## src/rtl/ds18b20_pkg.sv

```systemverilog
// Shared types and constants for the DS18B20 temperature reader.
// Holds the scratchpad FSM states, the one-wire command set used by the
// controller sequencer, and the Dallas/Maxim CRC-8 single-bit step.
package ds18b20_pkg;

  localparam logic [7:0]  DS_CRC_POLY      = 8'h8C;
  localparam int unsigned DS_SCRATCH_BYTES = 9;

  typedef enum logic [1:0] {
    S_IDLE,
    S_COLLECT,
    S_CRC,
    S_DONE
  } ds_state_e;

  typedef enum logic [7:0] {
    OW_READ_ROM      = 8'h33,
    OW_MATCH_ROM     = 8'h55,
    OW_SKIP_ROM      = 8'hCC,
    OW_SEARCH_ROM    = 8'hF0,
    OW_CONVERT_T     = 8'h44,
    OW_WRITE_SCRATCH = 8'h4E,
    OW_READ_SCRATCH  = 8'hBE,
    OW_COPY_SCRATCH  = 8'h48
  } ds_cmd_e;

  // One LSB-first bit of the reflected Dallas CRC-8.
  function automatic logic [7:0] crc8_step(input logic [7:0] crc, input logic din);
    logic fb;
    fb        = crc[0] ^ din;
    crc8_step = {1'b0, crc[7:1]} ^ (fb ? DS_CRC_POLY : 8'h00);
  endfunction

endpackage

```

## src/rtl/crc8_dallas.sv

```systemverilog
// Bit-serial Dallas/Maxim CRC-8 register (reflected poly 0x8C, init 0x00).
// Compiled only when DS18B20_SCRATCH_CRC_EN is defined; otherwise the
// scratchpad block carries no CRC hardware at all.
`ifdef DS18B20_SCRATCH_CRC_EN
module crc8_dallas
  import ds18b20_pkg::*;
(
  input  logic       clk_i,
  input  logic       rst_ni,
  input  logic       clear_i,
  input  logic       shift_i,
  input  logic       bit_i,
  output logic [7:0] crc_o
);

  logic [7:0] crc_q, crc_d;

  // Clear has priority so a restart mid-shift begins from a clean register.
  always_comb begin
    crc_d = crc_q;
    if (clear_i) begin
      crc_d = '0;
    end else if (shift_i) begin
      crc_d = crc8_step(crc_q, bit_i);
    end
  end

  // CRC state register.
  always_ff @(posedge clk_i or negedge rst_ni) begin
    if (!rst_ni) begin
      crc_q <= '0;
    end else begin
      crc_q <= crc_d;
    end
  end

  assign crc_o = crc_q;

endmodule
`endif

```

## src/rtl/ds18b20_scratchpad.sv

```systemverilog
// DS18B20 scratchpad collector: gathers the 9 read-scratchpad bytes, runs
// each byte through an 8-cycle serial CRC slot, and on a good frame
// publishes raw temperature, integer degrees and hot/cold alarms.
// Optional feature macro: DS18B20_SCRATCH_CRC_EN (CRC check enabled).
// Without it o_crc_ok is tied high and every completed frame publishes;
// the 8-cycle slot per byte is kept so timing is identical.
module ds18b20_scratchpad
  import ds18b20_pkg::*;
#(
  parameter logic signed [15:0] TH_HI = 16'sd480,
  parameter logic signed [15:0] TH_LO = 16'sd320
) (
  input  logic        i_clk,
  input  logic        i_rst_n,
  input  logic        i_start,
  input  logic        i_byte_vld,
  input  logic [7:0]  i_byte,
  output logic        o_busy,
  output logic        o_done,
  output logic        o_crc_ok,
  output logic        o_ovf,
  output logic [3:0]  o_byte_cnt,
  output logic [15:0] o_temp,
  output logic [7:0]  o_temp_c,
  output logic        o_hot,
  output logic        o_cold
);

  localparam logic [3:0] LAST_CNT = 4'(DS_SCRATCH_BYTES);

  ds_state_e state_q, state_d;

  logic [3:0]  cnt_q, cnt_d;
  logic [2:0]  bit_q, bit_d;
  logic [7:0]  byte0_q, byte0_d;
  logic [7:0]  byte1_q, byte1_d;
  logic        ovf_q, ovf_d;
  logic [15:0] temp_q, temp_d;
  logic [7:0]  tc_q, tc_d;
  logic        hot_q, hot_d;
  logic        cold_q, cold_d;

  logic accept, drop, shift_en, publish, pass;
  logic signed [15:0] raw, raw_sr;

  assign raw    = {byte1_q, byte0_q};
  assign raw_sr = raw >>> 4;

  // FSM state register.
  always_ff @(posedge i_clk or negedge i_rst_n) begin
    if (!i_rst_n) begin
      state_q <= S_IDLE;
    end else begin
      state_q <= state_d;
    end
  end

  // FSM next state: start restarts from any state.
  always_comb begin
    state_d = state_q;
    if (i_start) begin
      state_d = S_COLLECT;
    end else begin
      case (state_q)
        S_IDLE:    state_d = S_IDLE;
        S_COLLECT: if (i_byte_vld) state_d = S_CRC;
        S_CRC:     if (bit_q == 3'd7) state_d = (cnt_q == LAST_CNT) ? S_DONE : S_COLLECT;
        S_DONE:    state_d = S_IDLE;
        default:   state_d = S_IDLE;
      endcase
    end
  end

  // FSM outputs and datapath strobes.
  always_comb begin
    o_busy   = (state_q != S_IDLE);
    o_done   = (state_q == S_DONE);
    accept   = !i_start && (state_q == S_COLLECT) && i_byte_vld;
    drop     = !i_start && (state_q == S_CRC) && i_byte_vld;
    shift_en = (state_q == S_CRC);
    publish  = (state_q == S_CRC) && (state_d == S_DONE);
  end

`ifdef DS18B20_SCRATCH_CRC_EN
  logic [7:0] sh_q, sh_d;
  logic [7:0] crc_w;
  logic       crc_ok_q, crc_ok_d;

  crc8_dallas u_crc (
    .clk_i   (i_clk),
    .rst_ni  (i_rst_n),
    .clear_i (i_start),
    .shift_i (shift_en),
    .bit_i   (sh_q[0]),
    .crc_o   (crc_w)
  );

  // The registered CRC lags by the bit being shifted now; folding that bit
  // in here lets the residue verdict land in the same cycle as o_done.
  assign pass = (crc8_step(crc_w, sh_q[0]) == 8'h00);

  // Byte shifter feeding the CRC LSB-first, and the pass flag.
  always_comb begin
    sh_d     = sh_q;
    crc_ok_d = crc_ok_q;
    if (accept) begin
      sh_d = i_byte;
    end else if (shift_en) begin
      sh_d = {1'b0, sh_q[7:1]};
    end
    if (publish) begin
      crc_ok_d = pass;
    end
  end

  // CRC-side registers.
  always_ff @(posedge i_clk or negedge i_rst_n) begin
    if (!i_rst_n) begin
      sh_q     <= '0;
      crc_ok_q <= 1'b0;
    end else begin
      sh_q     <= sh_d;
      crc_ok_q <= crc_ok_d;
    end
  end

  assign o_crc_ok = crc_ok_q;
`else
  assign pass     = 1'b1;
  assign o_crc_ok = 1'b1;
`endif

  // Datapath next state: byte count, slot counter, stored bytes, overflow
  // and the published temperature group.
  always_comb begin
    cnt_d   = cnt_q;
    bit_d   = '0;
    byte0_d = byte0_q;
    byte1_d = byte1_q;
    ovf_d   = ovf_q;
    temp_d  = temp_q;
    tc_d    = tc_q;
    hot_d   = hot_q;
    cold_d  = cold_q;
    if (state_q == S_CRC) begin
      bit_d = bit_q + 3'd1;
    end
    if (i_start) begin
      cnt_d = '0;
      ovf_d = 1'b0;
    end else begin
      if (accept) begin
        cnt_d = cnt_q + 4'd1;
        if (cnt_q == 4'd0) byte0_d = i_byte;
        if (cnt_q == 4'd1) byte1_d = i_byte;
      end
      if (drop) begin
        ovf_d = 1'b1;
      end
    end
    if (publish && pass) begin
      temp_d = raw;
      tc_d   = raw_sr[7:0];
      hot_d  = (raw >= TH_HI);
      cold_d = (raw <= TH_LO);
    end
  end

  // Datapath registers.
  always_ff @(posedge i_clk or negedge i_rst_n) begin
    if (!i_rst_n) begin
      cnt_q   <= '0;
      bit_q   <= '0;
      byte0_q <= '0;
      byte1_q <= '0;
      ovf_q   <= 1'b0;
      temp_q  <= '0;
      tc_q    <= '0;
      hot_q   <= 1'b0;
      cold_q  <= 1'b0;
    end else begin
      cnt_q   <= cnt_d;
      bit_q   <= bit_d;
      byte0_q <= byte0_d;
      byte1_q <= byte1_d;
      ovf_q   <= ovf_d;
      temp_q  <= temp_d;
      tc_q    <= tc_d;
      hot_q   <= hot_d;
      cold_q  <= cold_d;
    end
  end

  assign o_ovf      = ovf_q;
  assign o_byte_cnt = cnt_q;
  assign o_temp     = temp_q;
  assign o_temp_c   = tc_q;
  assign o_hot      = hot_q;
  assign o_cold     = cold_q;

endmodule

```

## config.mk

```make
export PLATFORM = sky130hd
export DESIGN_NAME = ds18b20_scratchpad
export DESIGN_NICKNAME = d
export VERILOG_FILES = /design/src/rtl/ds18b20_pkg.sv /design/src/rtl/crc8_dallas.sv /design/src/rtl/ds18b20_scratchpad.sv
export SDC_FILE = /design/constraint.sdc
export NUM_CORES = 1
export LEC_CHECK = 0
export ABC_AREA = 1
export BUFFER_PORTS_ARGS = -buffer_cell sky130_fd_sc_hd__buf_4
export CAP_MARGIN = 10
export CORE_MARGIN = 3
export CORE_UTILIZATION = 45
export CTS_CLUSTER_DIAMETER = 200
export CTS_CLUSTER_SIZE = 8
export DETAILED_ROUTE_END_ITERATION = 8
export GPL_ROUTABILITY_DRIVEN = 0
export HOLD_SLACK_MARGIN = 0.15
export PLACE_DENSITY_LB_ADDON = 0.05
export SLEW_MARGIN = 20
export SYNTH_ARGS = -nofsm -noshare
export SYNTH_HDL_FRONTEND = slang
export SYNTH_SLANG_ARGS = --single-unit
```

## constraint.sdc

```tcl
create_clock -name i_clk -period 3.7 [get_ports i_clk]
set_input_delay 0.37 -clock i_clk [delete_from_list [all_inputs] [get_ports i_clk]]
set_output_delay 0.37 -clock i_clk [all_outputs]
set_load 0.01 [all_outputs]
```

* Yosys cells after proc, flatten, opt, wreduce, memory -nomap -nowiden *
Cells that the tools add are included.
Widths: inputs -> output; s select.

word-level totals
  flip-flop bits (word level) = 52

cells by class
  bitwise logic cells = 1
  add/sub/neg operators = 2
  multiplexer cells = 10
  $lt $le $gt $ge = 2
  equality and inequality tests = 7
  reductions and logical operators = 14

operator list
  cell                  count
  $ge 16x10->1 const B  1
  $le 16x10->1 const B  1
  $mux 2                4
  $mux 4                2
  $eq 2x2->1 const B    3
  $pmux 2 s3            1
  $reduce_and 3->1      2
  $reduce_bool 2->1     3
  $logic_and 1x1->1     5
  $add 4x1->4 const B   1
  $eq 4x1->1 const B    1
  $eq 4x4->1 const B    1
  $logic_not 4->1       1
  $add 3x1->3 const B   1
  $eq 3x3->1 const B    1
  $mux 3                1
  $eq 2x1->1 const B    1
  $logic_not 2->1       1
  $mux 1                2
  $reduce_or 2->1       1
  $logic_not 1->1       1
  $not 1->1             1

* Depth between registers and ports, before layout *
Gate-level depths: netlist (run 1).

  depth in word-level cells = 7
  depth in mapped cells = 11
  gate-level depth less buffers = 10

* Worst setup path before layout (run 1) *
No wires, ideal clock.

  path type = flip-flop to flip-flop
  start = reg cnt_q[1] (netlist: o_byte_cnt[1])
  end = reg temp_q[5] (netlist: o_temp[5])
  cell stages (with the launch flop) = 11
  data required time = 3.583 ns
  arrival = 1.349 ns
  setup slack = 2.234 ns
  cells stage by stage = dfrtp_1 > inv_1 > ha_1 > nand3_1 > nand2_1 > nand2_1 > nand2_1 > nand3_4 > buf_4 > nand2_1 > nand2_1

on the way
  longest elaborated chain between the ends = 7

ends and longest elaborated chain
  what                      RTL line                   source
  start: declaration        ds18b20_scratchpad.sv:33   logic [3:0] cnt_q, cnt_d;
  start signal: assignment  ds18b20_scratchpad.sv:182  cnt_q <= cnt_d;
  $eq 4x4->1                ds18b20_scratchpad.sv:67   S_CRC: if (bit_q == 3'd7) state_d = (cnt_q == LAST_CNT) ? S_DONE : S_COLLECT;
  $mux 2 (2 in a row)       ds18b20_scratchpad.sv:67
  $pmux 2 s3                ds18b20_scratchpad.sv:64   case (state_q)
  $mux 2                    ds18b20_scratchpad.sv:61   if (i_start) begin
  $eq 2x2->1                ds18b20_scratchpad.sv:81   publish = (state_q == S_CRC) && (state_d == S_DONE);
  $logic_and 1x1->1         ds18b20_scratchpad.sv:81
  end signal: assignment    ds18b20_scratchpad.sv:187  temp_q <= temp_d;
  end: declaration          ds18b20_scratchpad.sv:38   logic [15:0] temp_q, temp_d;

Every way passes these cells.
A chain may end at the register's enable or synchronous reset.

* Final worst setup path (run 1) *
  start = reg cnt_q[1] (netlist: o_byte_cnt[1])
  end = reg temp_q[1] (netlist: o_temp[1])

Same word-level chain as after synthesis.

==> impl_metrics.prom, run 1 <==
# TYPE chip_impl_metric gauge
chip_impl_metric{name="timing.reg2reg.setup_slack",unit="ps"} 1970
chip_impl_metric{name="critical_path_arrival",unit="ps"} 1970
chip_impl_metric{name="yosys.area.top_type_share",unit="%"} 51.3
chip_impl_info{name="timing.critical_path.cells",value="inv_1, ha_1, nand3_1, nand2_1, nand2_1, nand2_1, nand3_4, inv_6, nand2_1, nand2_1"} 1
chip_impl_metric{name="floorplan_die_area",unit="um^2"} 5630
chip_impl_metric{name="detailedPlace.worstSlack",unit="ps"} 1970
chip_impl_metric{name="drive_gt1_share",unit="%"} 30.7
chip_impl_metric{name="postSynthRegisterBits",unit=""} 44
chip_impl_metric{name="post_syn_nets",unit=""} 252
chip_impl_metric{name="via_count_of_the_first_global_routing_pass",unit=""} 1414
chip_impl_metric{name="antenna-diode-count",unit=""} 0
chip_impl_metric{name="synth.area.mux_share",unit="%"} 0
chip_impl_info{name="grt_setup_unrepaired",value="false"} 1
chip_impl_metric{name="buffer_depth_of_the_longest_clock_path",unit=""} 2
chip_impl_metric{name="synth_adder_area_share",unit="%"} 2.92
chip_impl_info{name="yosysTopAreaCell",value="dfrtp_1"} 1
chip_impl_metric{name="core_area",unit="um^2"} 4470
chip_impl_metric{name="period_minus_ws_final",unit="ps"} 1730
chip_impl_metric{name="design.final.nets",unit=""} 290
chip_impl_metric{name="cap_viol_max_count",unit=""} 0
chip_impl_metric{name="synth_simple_gate_area_share",unit="%"} 23.3
chip_impl_metric{name="cts_bufs_inserted",unit=""} 5
chip_impl_metric{name="syn-cell-area",unit="um^2"} 2140
chip_impl_metric{name="swShare",unit="%"} 33.5
chip_impl_info{name="crit_type",value="register to register"} 1
chip_impl_metric{name="core.rowCount",unit=""} 24
chip_impl_metric{name="postLayoutCoreUtil",unit="%"} 56.4
chip_impl_metric{name="viasPerCell",unit=""} 4.75
chip_impl_metric{name="comb_power_share",unit="%"} 24.6
chip_impl_metric{name="synth_area_in_compound_gates",unit="%"} 11.0
chip_impl_metric{name="grt_first_pass_wirelength",unit="um"} 6560
chip_impl_info{name="synth_top_cells_by_count",value="71 x nand2_1, 44 x dfrtp_1, 28 x inv_1"} 1
chip_impl_metric{name="floorplan.die.height",unit="um"} 75.0
chip_impl_metric{name="global_route.overflow_total",unit=""} 0
chip_impl_metric{name="fp.dieW",unit="um"} 75.0
chip_impl_metric{name="yosysWarnings",unit=""} 0
chip_impl_metric{name="final-max-slew-violation-count",unit=""} 0
chip_impl_info{name="synth.area.top_cells",value="dfrtp_1 51%, nand2_1 12%, o21ai_2 7.8%, inv_1 4.9%, buf_4 3.5%"} 1
chip_impl_metric{name="pwr-share-seq",unit="%"} 50.8
chip_impl_info{name="timing.critical_path.max_delay_family",value="simple AND/OR/NAND/NOR gates"} 1
chip_impl_info{name="synth_top_family_by_area",value="simple AND/OR/NAND/NOR gates"} 1
chip_impl_info{name="run_status",value="finished, final reports clean"} 1
chip_impl_metric{name="path_buf_inv",unit=""} 2
chip_impl_metric{name="synth_cell_types",unit=""} 22
chip_impl_metric{name="final_design_area_no_fill",unit="um^2"} 2520
chip_impl_info{name="end_kind",value="register"} 1
chip_impl_metric{name="power_leakage",unit="nW"} 1.34
chip_impl_metric{name="setup-violations-final",unit=""} 0
chip_impl_metric{name="detail_route.wl_per_cell",unit="um"} 11.7
chip_impl_metric{name="initial_cell_density_of_the_core",unit="%"} 47.9
chip_impl_metric{name="power.internal",unit="uW"} 831
chip_impl_metric{name="met2_wirelength",unit="um"} 1700
chip_impl_info{name="cts-root-buf",value="clkbuf_8"} 1
chip_impl_metric{name="crit_required",unit="ps"} 3930
chip_impl_metric{name="netlist_instances",unit=""} 235
chip_impl_info{name="topRoutingLayerUsed",value="met4"} 1
chip_impl_metric{name="final.setup_skew",unit="ps"} 4.72
chip_impl_metric{name="antenna_found_initial",unit=""} 0
chip_impl_metric{name="max-slew-margin-rel",unit="%"} 63.4
chip_impl_metric{name="postSynth.asyncResetShare",unit="%"} 100
chip_impl_metric{name="cpPeakStageDelay",unit="ps"} 420
chip_impl_metric{name="final.hold.worst_slack",unit="ps"} 356
chip_impl_info{name="hold_path_class",value="input pin to register"} 1
chip_impl_metric{name="hold_violations",unit=""} 0
chip_impl_metric{name="wl_met1",unit="um"} 1860
chip_impl_metric{name="vias",unit=""} 1548
chip_impl_metric{name="final.setup.tns",unit="ps"} 0
chip_impl_metric{name="routed-wl-met3",unit="um"} 202
chip_impl_info{name="startpoint_type",value="register"} 1
chip_impl_metric{name="wirelength",unit="um"} 3810
chip_impl_metric{name="fin_crit_sh",unit="%"} 46.9
chip_impl_info{name="synth_most_common_cell",value="nand2_1"} 1
chip_impl_metric{name="power-per-cell-area",unit="nW/um^2"} 496
chip_impl_metric{name="initialDrtViolationCount",unit=""} 112
chip_impl_info{name="crit_top_cell",value="nand2_1"} 1
chip_impl_metric{name="grt_use_total",unit="%"} 15.3
chip_impl_metric{name="yosysSeqAreaShare",unit="%"} 51.3
chip_impl_metric{name="vdd_ir_drop_max",unit="uV"} 301
chip_impl_metric{name="port_buffers",unit=""} 44
chip_impl_metric{name="max_freq",unit="GHz"} 0.577
chip_impl_metric{name="detailed_place_hpwl",unit="um"} 2810
chip_impl_metric{name="cts-htree-levels",unit=""} 2
chip_impl_metric{name="worst-path-max-fanout",unit=""} 30
chip_impl_metric{name="dr.pass1.iters",unit=""} 4
chip_impl_metric{name="clock_latency",unit="ps"} 290
chip_impl_metric{name="final_worst_setup_slack",unit="ps"} 1970
chip_impl_info{name="post_synth_top_flop",value="dfrtp_1"} 1
chip_impl_info{name="cts_tree",value="yes"} 1
chip_impl_metric{name="synth_edf_count",unit=""} 0
chip_impl_metric{name="cts.sinks",unit=""} 44
chip_impl_metric{name="clkTransAtPathRegs",unit="ps"} 80
chip_impl_metric{name="synth_xor_xnor_area_share",unit="%"} 0
chip_impl_metric{name="num_io_pins",unit=""} 46
chip_impl_metric{name="clock_power_share",unit="%"} 24.6
chip_impl_metric{name="placement.cell_area",unit="um^2"} 2420
chip_impl_metric{name="avgSynthCellArea",unit="um^2"} 9.13
chip_impl_metric{name="route.detailed.drc",unit=""} 0
chip_impl_info{name="worst_path_max_delay_cell",value="dfrtp_1"} 1
chip_impl_metric{name="areaGrowthSynthToFinish",unit="%"} 17.6
chip_impl_metric{name="drtAntennaViolNets",unit=""} 0
chip_impl_metric{name="max_slew.worst_pin.slew",unit="ps"} 548
chip_impl_metric{name="grt_max_degree",unit=""} 45
chip_impl_metric{name="sw_pwr",unit="uW"} 419
==> sequential cells by signal, indices dropped and copies added, names as in the netlist <==
name	cells
byte1_q	8
o_cold	1
byte0_q	8
state_q	2
o_ovf	1
o_byte_cnt	4
bit_q	3
o_hot	1
o_temp	16
==> worst reg2reg max path, stage by stage (launching register included) <==
cell     delay (ps)
dfrtp_1         420
inv_1           100
ha_1            210
nand3_1         120
nand2_1          70
nand2_1          40
nand2_1         110
nand3_4         300
inv_6           190
nand2_1          60
nand2_1          60
==> power groups by stage <==
stage | Sequential [mW] | Combinational (mW) | Clock [mW]
floorplan | 0.620 | 0.247 | 0
global route | 0.649 | 0.365 | 0.336
detailed placement | 0.644 | 0.312 | 0
finish | 0.636 | 0.308 | 0.308
global placement | 0.643 | 0.310 | 0
CTS | 0.635 | 0.314 | 0.321
==> layer usage <==
metal	global-route usage, %	up-vias
met1	21.1	708
met5	0	-
met4	4.74	0
met3	4.14	4
li1	-	799
met2	23.6	37
==> stage by stage <==
stage                     cells  total power [mW]
after global placement      317             0.953
after global routing        326              1.35
final                       326              1.25
after detailed placement    317             0.956
after CTS                   326              1.27
after floorplan             235             0.867
==> worst paths after layout <==
| kind | from | to | cells past startpoint |
|---|---|---|---|
| max | o_byte_cnt[1] | o_temp[1] | 10 |
| min | i_byte[3] | byte0_q[3] | 3 |
| max reg2reg | o_byte_cnt[1] | o_temp[1] | 10 |
| min reg2reg | bit_q[0] | bit_q[0] | 1 |
| max in group asynchronous | i_rst_n | byte0_q[1] | 2 |
| min in group asynchronous | i_rst_n | bit_q[2] | 2 |
==> final cells by class <==
| type | count | area, um^2 |
|---|---|---|
| Clock buffer | 6 | 82.6 |
| Clock inverter | 2 | 10.0 |
| Fill cell | 428 | 1950 |
| Inverter | 31 | 121 |
| Multi-Input combinational cell | 146 | 802 |
| Sequential cell | 44 | 1100 |
| Tap cell | 52 | 65.1 |
| Timing Repair Buffer | 45 | 340 |
==> repair_timing <==
action | CTS | global route
gates resized for setup | 0 | 0
buffers inserted | 0 | 0
endpoints found under the hold margin | 44 | 0
setup endpoints to repair | 0 | 0
hold buffers | 1 | 0
==> logic make-up (layout without fill, tap and decap cells) <==
logic type	count (synthesis)	count (layout)
compound gates	33	33
fa+ha+maj	5	5
buf+inv	45	84
flops	44	44
other cells	1	1
simple gates	107	107
==> placed cells by master (no fill, tap or decap), types with 3 or more instances in the layout <==
cell,instances
nand2_1,71
dfrtp_1,44
buf_4,44
inv_1,28
o21ai_2,19
nor2_1,16
nand3_1,8
o21ai_1,8
o21ai_0,6
clkbuf_8,6
ha_1,5
nand3_4,3
Note: power is estimated with default switching activity, not from simulation.
==> run 2: changes to the inputs <==
==> constraint.sdc (replaced) <==
create_clock -name i_clk -period 1.58 [get_ports i_clk]
set_input_delay 0.158 -clock i_clk [delete_from_list [all_inputs] [get_ports i_clk]]
set_output_delay 0.158 -clock i_clk [all_outputs]
set_load 0.01 [all_outputs]
==> impl_metrics.prom, run 2 (same netlist as run 1, synthesis figures left out) <==
# TYPE chip_impl_metric gauge
chip_impl_metric{name="initial_cell_density_of_the_core",unit="%"} 47.9
chip_impl_metric{name="design.final.nets",unit=""} 299
chip_impl_metric{name="cpPeakStageDelay",unit="ps"} 380
chip_impl_info{name="timing.critical_path.max_delay_family",value="adder cells"} 1
chip_impl_metric{name="port_buffers",unit=""} 44
chip_impl_metric{name="antenna-diode-count",unit=""} 0
chip_impl_metric{name="crit_required",unit="ps"} 1810
chip_impl_metric{name="power_leakage",unit="nW"} 1.39
chip_impl_info{name="grt_setup_unrepaired",value="false"} 1
chip_impl_info{name="worstHoldEndpoint",value="byte0_q[1]"} 1
chip_impl_metric{name="path_buf_inv",unit=""} 2
chip_impl_metric{name="cts.sinks",unit=""} 44
chip_impl_metric{name="hold_violations",unit=""} 0
chip_impl_metric{name="cts_bufs_inserted",unit=""} 5
chip_impl_info{name="hold_path.startpoint",value="i_byte[1]"} 1
chip_impl_info{name="final_common_cell",value="nand2_1"} 1
chip_impl_metric{name="clkTransAtPathRegs",unit="ps"} 80
chip_impl_metric{name="period_minus_ws_final",unit="ps"} 1460
chip_impl_metric{name="core_area",unit="um^2"} 4470
chip_impl_metric{name="final.setup_skew",unit="ps"} 3.86
chip_impl_info{name="worstReg2RegEnd",value="o_temp[4]"} 1
chip_impl_metric{name="global_route.overflow_total",unit=""} 0
chip_impl_metric{name="core.rowCount",unit=""} 24
chip_impl_metric{name="vias",unit=""} 1550
chip_impl_metric{name="dr.pass1.iters",unit=""} 6
chip_impl_metric{name="route.detailed.drc",unit=""} 0
chip_impl_info{name="r2r-start",value="bit_q[0]"} 1
chip_impl_metric{name="detail_route.wl_per_cell",unit="um"} 11.4
chip_impl_metric{name="multi_input_comb_area",unit="um^2"} 807
chip_impl_metric{name="fin_crit_sh",unit="%"} 92.1
chip_impl_metric{name="power-per-cell-area",unit="nW/um^2"} 1130
chip_impl_info{name="end_kind",value="register"} 1
chip_impl_metric{name="power.internal",unit="mW"} 2.01
chip_impl_metric{name="clock_power_share",unit="%"} 24.9
chip_impl_info{name="hold_path_class",value="input pin to register"} 1
chip_impl_metric{name="pwr-share-seq",unit="%"} 49.8
chip_impl_metric{name="cap_viol_max_count",unit=""} 0
chip_impl_metric{name="detailed_place_hpwl",unit="um"} 2830
chip_impl_metric{name="vdd_ir_drop_max",unit="uV"} 648
chip_impl_metric{name="via_count_of_the_first_global_routing_pass",unit=""} 1427
chip_impl_metric{name="layout.filler_cells",unit=""} 415
chip_impl_metric{name="drtAntennaViolNets",unit=""} 0
chip_impl_metric{name="min_delay_path_depth",unit=""} 3
chip_impl_metric{name="power",unit="mW"} 2.98
chip_impl_metric{name="viasPerCell",unit=""} 4.64
chip_impl_metric{name="clock_latency",unit="ps"} 290
chip_impl_info{name="worst_path_max_delay_cell",value="dfrtp_1"} 1
chip_impl_info{name="commonest_non_fill_non_tap_cells_in_the_layout",value="70 x nand2_1, 47 x buf_4, 44 x dfrtp_1"} 1
chip_impl_metric{name="final.setup.tns",unit="ps"} 0
chip_impl_metric{name="final-max-slew-violation-count",unit=""} 0
chip_impl_metric{name="area_taken_by_flip_flops_and_latches",unit="um^2"} 1100
chip_impl_info{name="run_status",value="finished, final reports clean"} 1
chip_impl_info{name="cts-root-buf",value="clkbuf_8"} 1
chip_impl_metric{name="reg2regPathDepth",unit=""} 10
chip_impl_metric{name="critical_path_arrival",unit="ps"} 1690
chip_impl_metric{name="max-slew-margin-rel",unit="%"} 63.5
chip_impl_metric{name="max_freq",unit="GHz"} 0.687
chip_impl_metric{name="fp.dieW",unit="um"} 75.0
chip_impl_info{name="crit_type",value="register to register"} 1
chip_impl_metric{name="grt_use_total",unit="%"} 15.3
chip_impl_metric{name="floorplan_die_area",unit="um^2"} 5630
chip_impl_metric{name="setup-violations-final",unit=""} 0
chip_impl_metric{name="swShare",unit="%"} 32.6
chip_impl_metric{name="drive_gt1_share",unit="%"} 31.9
chip_impl_metric{name="post-cts-setup-buffers",unit=""} 0
chip_impl_metric{name="sw_pwr",unit="uW"} 971
chip_impl_metric{name="comb_power_share",unit="%"} 25.4
chip_impl_metric{name="grt_max_degree",unit=""} 45
chip_impl_metric{name="areaGrowthSynthToFinish",unit="%"} 22.3
chip_impl_info{name="crit_top_cell",value="nand2_1"} 1
chip_impl_metric{name="num_io_pins",unit=""} 46
chip_impl_metric{name="initialDrtViolationCount",unit=""} 92
chip_impl_metric{name="grt_first_pass_wirelength",unit="um"} 6560
chip_impl_metric{name="antenna_found_initial",unit=""} 0
chip_impl_info{name="startpoint_type",value="register"} 1
chip_impl_metric{name="timing.reg2reg.setup_slack",unit="ps"} 120
chip_impl_metric{name="wirelength",unit="um"} 3810
chip_impl_metric{name="buffer_depth_of_the_longest_clock_path",unit=""} 2
chip_impl_metric{name="cts-htree-levels",unit=""} 2
chip_impl_metric{name="floorplan.die.height",unit="um"} 75.0
chip_impl_info{name="cts_tree",value="yes"} 1
chip_impl_metric{name="flip_flop_count_of_the_largest_register_after_layout",unit=""} 16
chip_impl_info{name="timing.critical_path.cells",value="ha_1, ha_1, nand2_1, nand2_1, nand2_2, nand3_4, buf_12, inv_6, nand2_1, nand2_1"} 1
chip_impl_metric{name="max_slew.worst_pin.slew",unit="ps"} 548
chip_impl_metric{name="worst-path-max-fanout",unit=""} 30
==> run 2: final cells by class <==
cell class / instances / share of cell area [%]
clock buffer: 7 / 3.67
inverter: 31 / 4.63
multi-input combinational: 146 / 30.8
sequential: 44 / 42.0
tap: 52 / 2.48
timing repair buffer: 54 / 16.5
==> run 2: worst max path at each step <==
stage	startpoint	end	slack [ps]	depth (start not counted)
global route	bit_q[0]	o_temp[1]	10	10
finish	bit_q[0]	o_temp[4]	120	10
floorplan	o_byte_cnt[1]	o_temp[5]	110	10
detailed placement	bit_q[0]	o_temp[4]	100	10
CTS	bit_q[0]	o_temp[4]	80	10
global placement	bit_q[0]	o_temp[4]	130	10
==> run 2: timing repair <==
| item | in CTS | in global routing |
|---|---|---|
| hold buffers | 6 | 0 |
| resized for setup | 0 | 3 |
| setup endpoints to repair | 0 | 17 |
| endpoints found under the hold margin | 52 | 0 |
==> run 2: power groups by stage <==
stage | Sequential [mW] | Clock (mW) | Combinational (mW)
2_1_floorplan | 1.45 | 0 | 0.579
3_3_place_gp | 1.50 | 0 | 0.738
3_5_place_dp | 1.51 | 0 | 0.751
4_1_cts | 1.48 | 0.774 | 0.764
5_1_grt | 1.51 | 0.805 | 0.891
6_report | 1.48 | 0.741 | 0.755
==> run 2: stage by stage <==
stage / utilization (%) / std cells / hold WS, ps / cell area, um^2 / worst slack [ps]
CTS: 58.5 / 334 / 151 / 2620 / 82.6
detailed placement: 55.0 / 321 / 189 / 2460 / 99.9
global placement: 55.0 / 321 / 191 / 2460 / 130
floorplan: - / 235 / -138 / 2140 / 114
finish: 58.6 / 334 / 158 / 2620 / 124
global route: 58.6 / 334 / 163 / 2620 / 13.8
==> run 2: per-layer routing <==
layer,share of wire [%],up-vias,GRT usage [%]
li1,-,820,-
met1,51,691,21.9
met2,44,34,22.4
met3,4.3,5,3.74
met4,1.3,0,5.93
met5,0,-,0
==> run 2: tightest hold or removal path, delay by kind of cell <==
family / cells / cell delay [ps]
buf+inv: 2 / 140
compound gates: 1 / 120
